### src/rtl/uart_rx_param.sv
// Parametrised UART receiver: mid-bit sampling from an internal baud counter,
// 5..9 data bits, 1 or 2 stop bits, valid/ack handshake. Parity via UART_RX_PARITY_EN.
module uart_rx_param #(
   parameter int CLK_DIV   = 10416,
   parameter int DATA_BITS = 8,
   parameter int STOP_BITS = 1
) (
   input  logic                 clk,
   input  logic                 rst_n,
   input  logic                 data_bit,
`ifdef UART_RX_PARITY_EN
   input  logic                 parity_odd,
`endif
   output logic [DATA_BITS-1:0] data_out,
   output logic                 data_valid,
   input  logic                 data_ack,
   output logic                 overrun,
   output logic                 frame_err,
   output logic                 parity_err,
   output logic                 busy,
   output logic [3:0]           count
);

   localparam int            CW        = $clog2(CLK_DIV);
   localparam logic [CW-1:0] HALF_TGT  = CW'(CLK_DIV / 2 - 1);
   localparam logic [CW-1:0] FULL_TGT  = CW'(CLK_DIV - 1);
   localparam logic [3:0]    LAST_BIT  = 4'(DATA_BITS - 1);
   localparam logic          LAST_STOP = 1'(STOP_BITS - 1);

   typedef enum logic [2:0] {
      IDLE,
      START,
      DATA,
      PARITY,
      STOP,
      BREAK
   } state_t;

   state_t                 state;
   logic                   sync1;
   logic                   rx_s;
   logic                   rx_d;
   logic [CW-1:0]          baud_cnt;
   logic [CW-1:0]          baud_tgt;
   logic [DATA_BITS-1:0]   shift_reg;
   logic                   stop_cnt;
   logic                   sample;
   logic                   fall;
   logic                   commit;

`ifdef UART_RX_PARITY_EN
   logic                   par_bad;
`else
   assign parity_err = 1'b0;
`endif

   // Two-flop synchroniser plus one delay stage for falling-edge detection;
   // all reset high so a reset never looks like a start edge.
   always_ff @(posedge clk or negedge rst_n) begin
      if (!rst_n) begin
         sync1 <= 1'b1;
         rx_s  <= 1'b1;
         rx_d  <= 1'b1;
      end else begin
         sync1 <= data_bit;
         rx_s  <= sync1;
         rx_d  <= rx_s;
      end
   end

   assign sample = (baud_cnt == baud_tgt);
   assign fall   = rx_d & ~rx_s;
   assign commit = (state == STOP) && sample && rx_s && (stop_cnt == LAST_STOP);

   // Frame FSM and handshake; the word lands in data_out on the last good stop sample.
   always_ff @(posedge clk or negedge rst_n) begin
      if (!rst_n) begin
         state      <= IDLE;
         baud_cnt   <= '0;
         baud_tgt   <= HALF_TGT;
         shift_reg  <= '0;
         stop_cnt   <= 1'b0;
         data_out   <= '0;
         data_valid <= 1'b0;
         overrun    <= 1'b0;
         frame_err  <= 1'b0;
         busy       <= 1'b0;
         count      <= 4'd0;
`ifdef UART_RX_PARITY_EN
         parity_err <= 1'b0;
         par_bad    <= 1'b0;
`endif
      end else begin
         frame_err <= 1'b0;
`ifdef UART_RX_PARITY_EN
         parity_err <= 1'b0;
`endif
         baud_cnt  <= baud_cnt + 1'b1;

         case (state)
            IDLE: begin
               if (fall) begin
                  state    <= START;
                  busy     <= 1'b1;
                  baud_cnt <= '0;
                  baud_tgt <= HALF_TGT;
                  count    <= 4'd0;
               end
            end
            START: begin
               if (sample) begin
                  baud_cnt <= '0;
                  if (!rx_s) begin
                     state    <= DATA;
                     baud_tgt <= FULL_TGT;
                  end else begin
                     state <= IDLE;
                     busy  <= 1'b0;
                  end
               end
            end
            DATA: begin
               if (sample) begin
                  baud_cnt  <= '0;
                  shift_reg <= {rx_s, shift_reg[DATA_BITS-1:1]};
                  count     <= count + 4'd1;
                  if (count == LAST_BIT) begin
                     stop_cnt <= 1'b0;
`ifdef UART_RX_PARITY_EN
                     state    <= PARITY;
`else
                     state    <= STOP;
`endif
                  end
               end
            end
`ifdef UART_RX_PARITY_EN
            PARITY: begin
               if (sample) begin
                  baud_cnt <= '0;
                  par_bad  <= rx_s ^ (^shift_reg) ^ parity_odd;
                  state    <= STOP;
               end
            end
`endif
            STOP: begin
               if (sample) begin
                  baud_cnt <= '0;
                  if (!rx_s) begin
                     frame_err <= 1'b1;
                     state     <= BREAK;
                  end else if (stop_cnt == LAST_STOP) begin
                     state <= IDLE;
                     busy  <= 1'b0;
`ifdef UART_RX_PARITY_EN
                     parity_err <= par_bad;
`endif
                  end else begin
                     stop_cnt <= stop_cnt + 1'b1;
                  end
               end
            end
            BREAK: begin
               if (rx_s) begin
                  state    <= IDLE;
                  busy     <= 1'b0;
                  baud_cnt <= '0;
               end
            end
            default: begin
               state <= IDLE;
               busy  <= 1'b0;
            end
         endcase

         // An ack landing with a commit is consumed by the new word, so overrun holds.
         if (commit) begin
            data_out   <= shift_reg;
            data_valid <= 1'b1;
            if (data_valid && !data_ack) begin
               overrun <= 1'b1;
            end
         end else if (data_ack && data_valid) begin
            data_valid <= 1'b0;
            overrun    <= 1'b0;
         end
      end
   end

endmodule

### config.mk
export PLATFORM = sky130hd
export DESIGN_NAME = uart_rx_param
export DESIGN_NICKNAME = d
export VERILOG_FILES = /design/src/rtl/uart_rx_param.sv
export SDC_FILE = /design/constraint.sdc
export NUM_CORES = 1
export LEC_CHECK = 0
export ABC_AREA = 1
export CORE_MARGIN = 10
export CORE_UTILIZATION = 35
export CTS_CLUSTER_SIZE = 24
export DETAILED_ROUTE_END_ITERATION = 8
export PLACE_DENSITY_LB_ADDON = 0.3
export SYNTH_ARGS = -nofsm -noshare
export SYNTH_HDL_FRONTEND = slang
export SYNTH_SLANG_ARGS = --single-unit
export TNS_END_PERCENT = 10
### constraint.sdc
create_clock -name clk -period 3.5 [get_ports clk]
set_input_delay 0.525 -clock clk [delete_from_list [all_inputs] [get_ports clk]]
set_output_delay 0.525 -clock clk [all_outputs]
set_load 0.01 [all_outputs]
; ---- Word level (Yosys, flattened, before mapping)
; Index checks and enable logic that the tools add are counted.
[op_classes]
shifts = 0
n_mux = 41
bitwise = 4
eq_ne = 17
n_lt_le_gt_ge = 0
multipliers = 0
n_addsub = 3
n_div = 0
n_reduce_logical = 19
[ops]
columns = op, count
row1 = $mux 14, 6
row2 = $pmux 14 s3, 1
row3 = $pmux 14 s2, 1
row4 = $mux 3, 8
row5 = $mux 1, 18
row6 = $ne 2x2->1 const B, 9
row7 = $pmux 3 s5, 1
row8 = $add 14x1->14 const B, 1
row9 = $eq 14x14->1, 1
row10 = $mux 4, 2
row11 = $pmux 4 s2, 1
row12 = $reduce_bool 2->1, 4
row13 = $reduce_and 7->1, 1
row14 = $eq 3x3->1 const B, 2
row15 = $reduce_and 6->1, 1
row16 = $logic_and 1x1->1, 5
row17 = $pmux 1 s5, 1
row18 = $reduce_and 5->1, 1
row19 = $add 4x1->4 const B, 1
row20 = $eq 4x3->1 const B, 1
row21 = $reduce_and 2->1, 2
row22 = $reduce_and 4->1, 1
row23 = $eq 3x1->1 const B, 1
row24 = $eq 3x2->1 const B, 1
row25 = 11 further kinds, 13
[totals]
rom_bits = 0
input_bits = 4
n_memories = 0
wordCells = 98
ramBits = 0
latch_bits = 0
reg_bits = 59

; ---- Longest topological paths before layout
[depth]
depth_word = 6
depth_mapped = 12
ltp_nobuf = 11

; ---- Worst setup path after synthesis
; OpenSTA, ideal clock, no wires.
[synth_path]
path_type = reg2reg
startpoint = reg baud_tgt[12]
endpoint = reg count[0]
n_path_buf = 0
stages_incl_launch_ff = 12
setup_slack_ns = 1.932
synth_period_minus_slack_ns = 1.568
t_arrival_ns = 1.450
cell_sequence = dfstp_2 -> inv_2 -> nand2_2 -> nand2_2 -> nor2_1 -> nand2_2 -> nor2_8 -> nand2_4 -> nand2_2 -> nand2_4 -> nand2_1 -> o21ai_2
[synth_between]
elab_chain_len = 3
[synth_rtl]
columns = element, line_no
row1 = from (decl), 44  ; logic [CW-1:0] baud_tgt;
row2 = from (signal assigned), 80  ; baud_tgt <= HALF_TGT;
row3 = from (signal assigned), 106  ; baud_tgt <= HALF_TGT;
row4 = from (signal assigned), 115  ; baud_tgt <= FULL_TGT;
row5 = $eq 14x14->1, 71  ; assign sample = (baud_cnt == baud_tgt);
row6 = $ne 2x2->1 (no source line), -
row7 = $reduce_and 3->1 (no source line), -
row8 = to (signal assigned), 126  ; count <= count + 4'd1;
row9 = to (decl), 21  ; output logic [3:0] count
; No other way between the ends.
; A chain may end at the register's enable or synchronous reset.

; ---- Worst setup path in the final report
[layout_path]
startpoint = reg baud_cnt[0]
endpoint = reg data_out[1]
[layout_between]
elab_chain_len = 4
[layout_rtl]
columns = element, line_no
row1 = from (decl), 43  ; logic [CW-1:0] baud_cnt;
row2 = from (signal assigned), 98  ; baud_cnt <= baud_cnt + 1'b1;
row3 = $eq 14x14->1, 71
row4 = $logic_and 1x1->1 (3 in series), 73  ; assign commit = (state == STOP) && sample && rx_s && (stop_cnt == LAST_STOP);
row5 = to (signal assigned), 178  ; data_out <= shift_reg;
row6 = to (decl), 14  ; output logic [DATA_BITS-1:0] data_out,
; No other way between the ends.

==> results.tsv <==
stage	metric	value	unit
clock_tree	clkLatencyLatePin	0.31	ns
setup_path	critical_path.endpoint_type	flip-flop	
sta	rsz0062_at_grt	false	
setup_path	setup.worst_path.start_class	flip-flop	
synthesis	synthDistinctLibCells	38	
drt	drt-wirelength-per-cell	11.7	um
finish	num_antenna_cells	0	
sta	hold_viol	0	
grt	first_global_vias	1831	
finish	finish.cell_count_without_fillers	400	
power_and_ir_drop	power_switching_share	35.1	%
clock_tree	htreeDepth	2	
clock_tree	cts_tree	yes	
floorplan	die_x	104	um
floorplan	die-area	10800	um^2
clock_tree	postCtsSetupBuffers	0	
synthesis	synth_top_area_cells	dfrtp_1 (43%), nand2_1 (10%), nor2_1 (5.6%), o21ai_2 (4.6%), dfstp_2 (4.3%)	
power_and_ir_drop	power.ir.vdd_worst	231	uV
grt	grt-ovfl-total	0	
power_and_ir_drop	share_seq_of_total_power	43.3	%
placed_design	numPlacedInstances	392	
finish	largest_reg_flops	14	
synthesis	yosys_warnings	0	
drt	detailedRoute.firstPassIterationCount	4	
power_and_ir_drop	combinationalPowerShare	27.6	%
floorplan	placeableCoreArea	6830	um^2
synthesis	synth_top_area_share	42.6	%
synthesis	synthesized_netlist_net_count	289	
synthesis	synth_area_leader	dfrtp_1	
power_and_ir_drop	internal_power	0.000931	W
drt	via_count	1807	
floorplan	start_util	36.2	%
setup_path	timing.setup.critical_path_class	flip-flop to flip-flop	
finish	layout.area.seq	1160	um^2
clock_tree	clockBufferDepth	2	
setup_path	critical_path.max_fanout	18	
setup_path	worst-r2r-setup-slack	1.64	ns
power_and_ir_drop	clock_power_share	29.1	%
sta	timing.final.crit_share	53.1	%
floorplan	num_rows	30	
finish	finish.net_count	309	
sta	setup_viol	0	
synthesis	syn-instance-count	283	
sta	fmax	539	MHz
grt	grt_first_pass_wirelength	8.54	mm
clock_tree	cts.clk_slew.worst_paths	0.09	ns
power_and_ir_drop	power.density	505	nW/um^2
synthesis	ys_ff_latch	46	
drt	final_antenna_net_count	0	
synthesis	syn_avg_cell_area	8.73	um^2
placed_design	place_hpwl	3.39	mm
job	cap_violations	0	
hold_path	hold-path-endpoint	rx_s	
sta	worst_pin_slew	1.01	ns
power_and_ir_drop	switchingPower	0.000504	W
finish	areaGrowthSynthToFinish	14.9	%
clock_tree	clock-sinks	46	
grt	grt.total_usage	9.38	%
setup_path	rr_worst_depth	8	
finish	multi_input_area	1140	um^2
sta	timing.final.max_slew_violations	0	
clock_tree	cts.repair.resized	0	
outcome	run_status	finished, final reports clean	
sta	period_minus_slack	1.86	ns
finish	ratio_of_cells_with_drive_above_1_in_the_final_layout	22.7	%
drt	drt-vias-per-instance	4.52	
drt	routed_wl	4.70	mm
setup_path	r2r-start	baud_cnt[0]	
clock_tree	clock_tree.root_cell	clkbuf_8	
hold_path	min_path_type	flip-flop to flip-flop	
synthesis	synth-seq-area-share	46.8	%
drt	drc_errors	0	
sta	worst_slew_margin_rel	32.8	%
placed_design	globalplace.congestion	0.842	
synthesis	synthesis.area	2470	um^2
clock_tree	postCtsHoldBufs	0	
setup_path	critical_path_required	3.69	ns
floorplan	ioPinCount	21	
placed_design	numPortBuffers	19	
floorplan	dieHeight	104	um
drt	detail_route.iter0.violations	91	
finish	layout.filler_cells	723	
hold_path	min_path_cells	0	
setup_path	critical_path_arrival	2.05	ns
sta	fin_tns_setup	0	ns
setup_path	worst_r2r_endpoint	data_out[1]	
sta	clock_skew	0.0130	ns
grt	antenna_found_initial	0	
power_and_ir_drop	power_leakage	1.27	nW
clock_tree	cts_made_buffers	5	
hold_path	min_from	sync1	
grt	grt_start_max_net_pins	47	
-- kinds of logic after synthesis --
family	share of synthesized area (%)
buffers and inverters	7.04
DFF	46.8
xor gates and xnor gates	2.13
other	0.152
adders and majority gates	1.01
AOI/OAI and AO/OA	11.7
and+or+nand+nor	31.2
-- critical path, stage by stage (launching register included) --
cell,delay (ns)
dfrtp_1,0.37
ha_1,0.19
nand2_1,0.11
nor2_2,0.23
nand3_1,0.12
nor2_2,0.17
nand4_4,0.32
nand2_1,0.18
o21ai_2,0.06
-- synth_stat cells, drive strengths merged --
cell type,number
a21oi,11
a31o,1
a31oi,1
buf,6
conb,1
dfrtp,42
dfstp,4
ha,2
inv,32
nand2,78
nand3,15
nand4,6
nor2,45
nor3,7
nor3b,3
o21a,1
o21ai,17
o21bai,2
o31ai,1
or2,2
xor2,6
-- cell usage in the layout (no fill, tap or decap), drive strengths merged --
| cell type | Yosys | layout |
|---|---|---|
| nand2 | 78 | 78 |
| nor2 | 45 | 45 |
| dfrtp | 42 | 42 |
| inv | 32 | 33 |
| clkdlybuf4s50 | 0 | 18 |
| o21ai | 17 | 17 |
| nand3 | 15 | 15 |
| a21oi | 11 | 11 |
| nor3 | 7 | 7 |
| xor2 | 6 | 6 |
| nand4 | 6 | 6 |
| clkbuf | 0 | 5 |
| dfstp | 4 | 4 |
| nor3b | 3 | 3 |
| or2 | 2 | 2 |
| ha | 2 | 2 |
| o21bai | 2 | 2 |
| o21a | 1 | 1 |
| o31ai | 1 | 1 |
| a31oi | 1 | 1 |
| a31o | 1 | 1 |
| conb | 1 | 1 |
| clkinvlp | 0 | 1 |
| bufinv | 0 | 1 |
| buf | 6 | 1 |
-- final cells by class --
| cell class | instances | area share (%) |
|---|---|---|
| flip-flops and latches | 46 | 40.7 |
| multi-input cells | 199 | 40.1 |
| repair buffers | 19 | 6.52 |
| inverters | 32 | 4.23 |
| well taps | 96 | 4.23 |
| clock buffers | 5 | 2.42 |
| clock inverters | 3 | 1.72 |
-- power groups by stage --
stage | sequential, W | clock (W) | combinational, W
6_report | 0.000621 | 0.000417 | 0.000397
5_1_grt | 0.000629 | 0.000450 | 0.000467
4_1_cts | 0.000621 | 0.000432 | 0.000407
3_5_place_dp | 0.000631 | 0 | 0.000404
3_3_place_gp | 0.000630 | 0 | 0.000400
2_1_floorplan | 0.000623 | 0 | 0.000334
-- metal layers --
metal  GRT usage, %  wire length (um)  vias up
li1               -                 -      937
met4           3.38                50        0
met1           11.8              2350      841
met5              0                 0        -
met2           14.1              2050       25
met3           3.78               246        4
-- worst max path at each step --
stage | from | to | slack, ns | cells past startpoint
final | baud_cnt[0] | data_out[1] | 1.64 | 8
after global routing | baud_cnt[0] | data_out[1] | 1.36 | 8
after CTS | baud_cnt[0] | data_out[1] | 1.62 | 8
after detailed placement | baud_cnt[0] | data_out[2] | 1.62 | 8
after global placement | baud_cnt[0] | data_out[1] | 1.60 | 8
after floorplan | baud_tgt[12] | count[0] | 1.93 | 11
-- metrics by stage --
stage	utilization [%]	power, W	hold WS [ns]	worst slack, ns	instance area [um^2]
after floorplan	-	0.000957	0.229	1.93	2470
after detailed placement	39.8	0.00103	0.352	1.62	2720
after global placement	39.8	0.00103	0.346	1.60	2720
final	41.6	0.00143	0.364	1.64	2840
after CTS	41.6	0.00146	0.365	1.62	2840
after global routing	41.6	0.00155	0.368	1.36	2840
(Power assumes the default switching activity.)
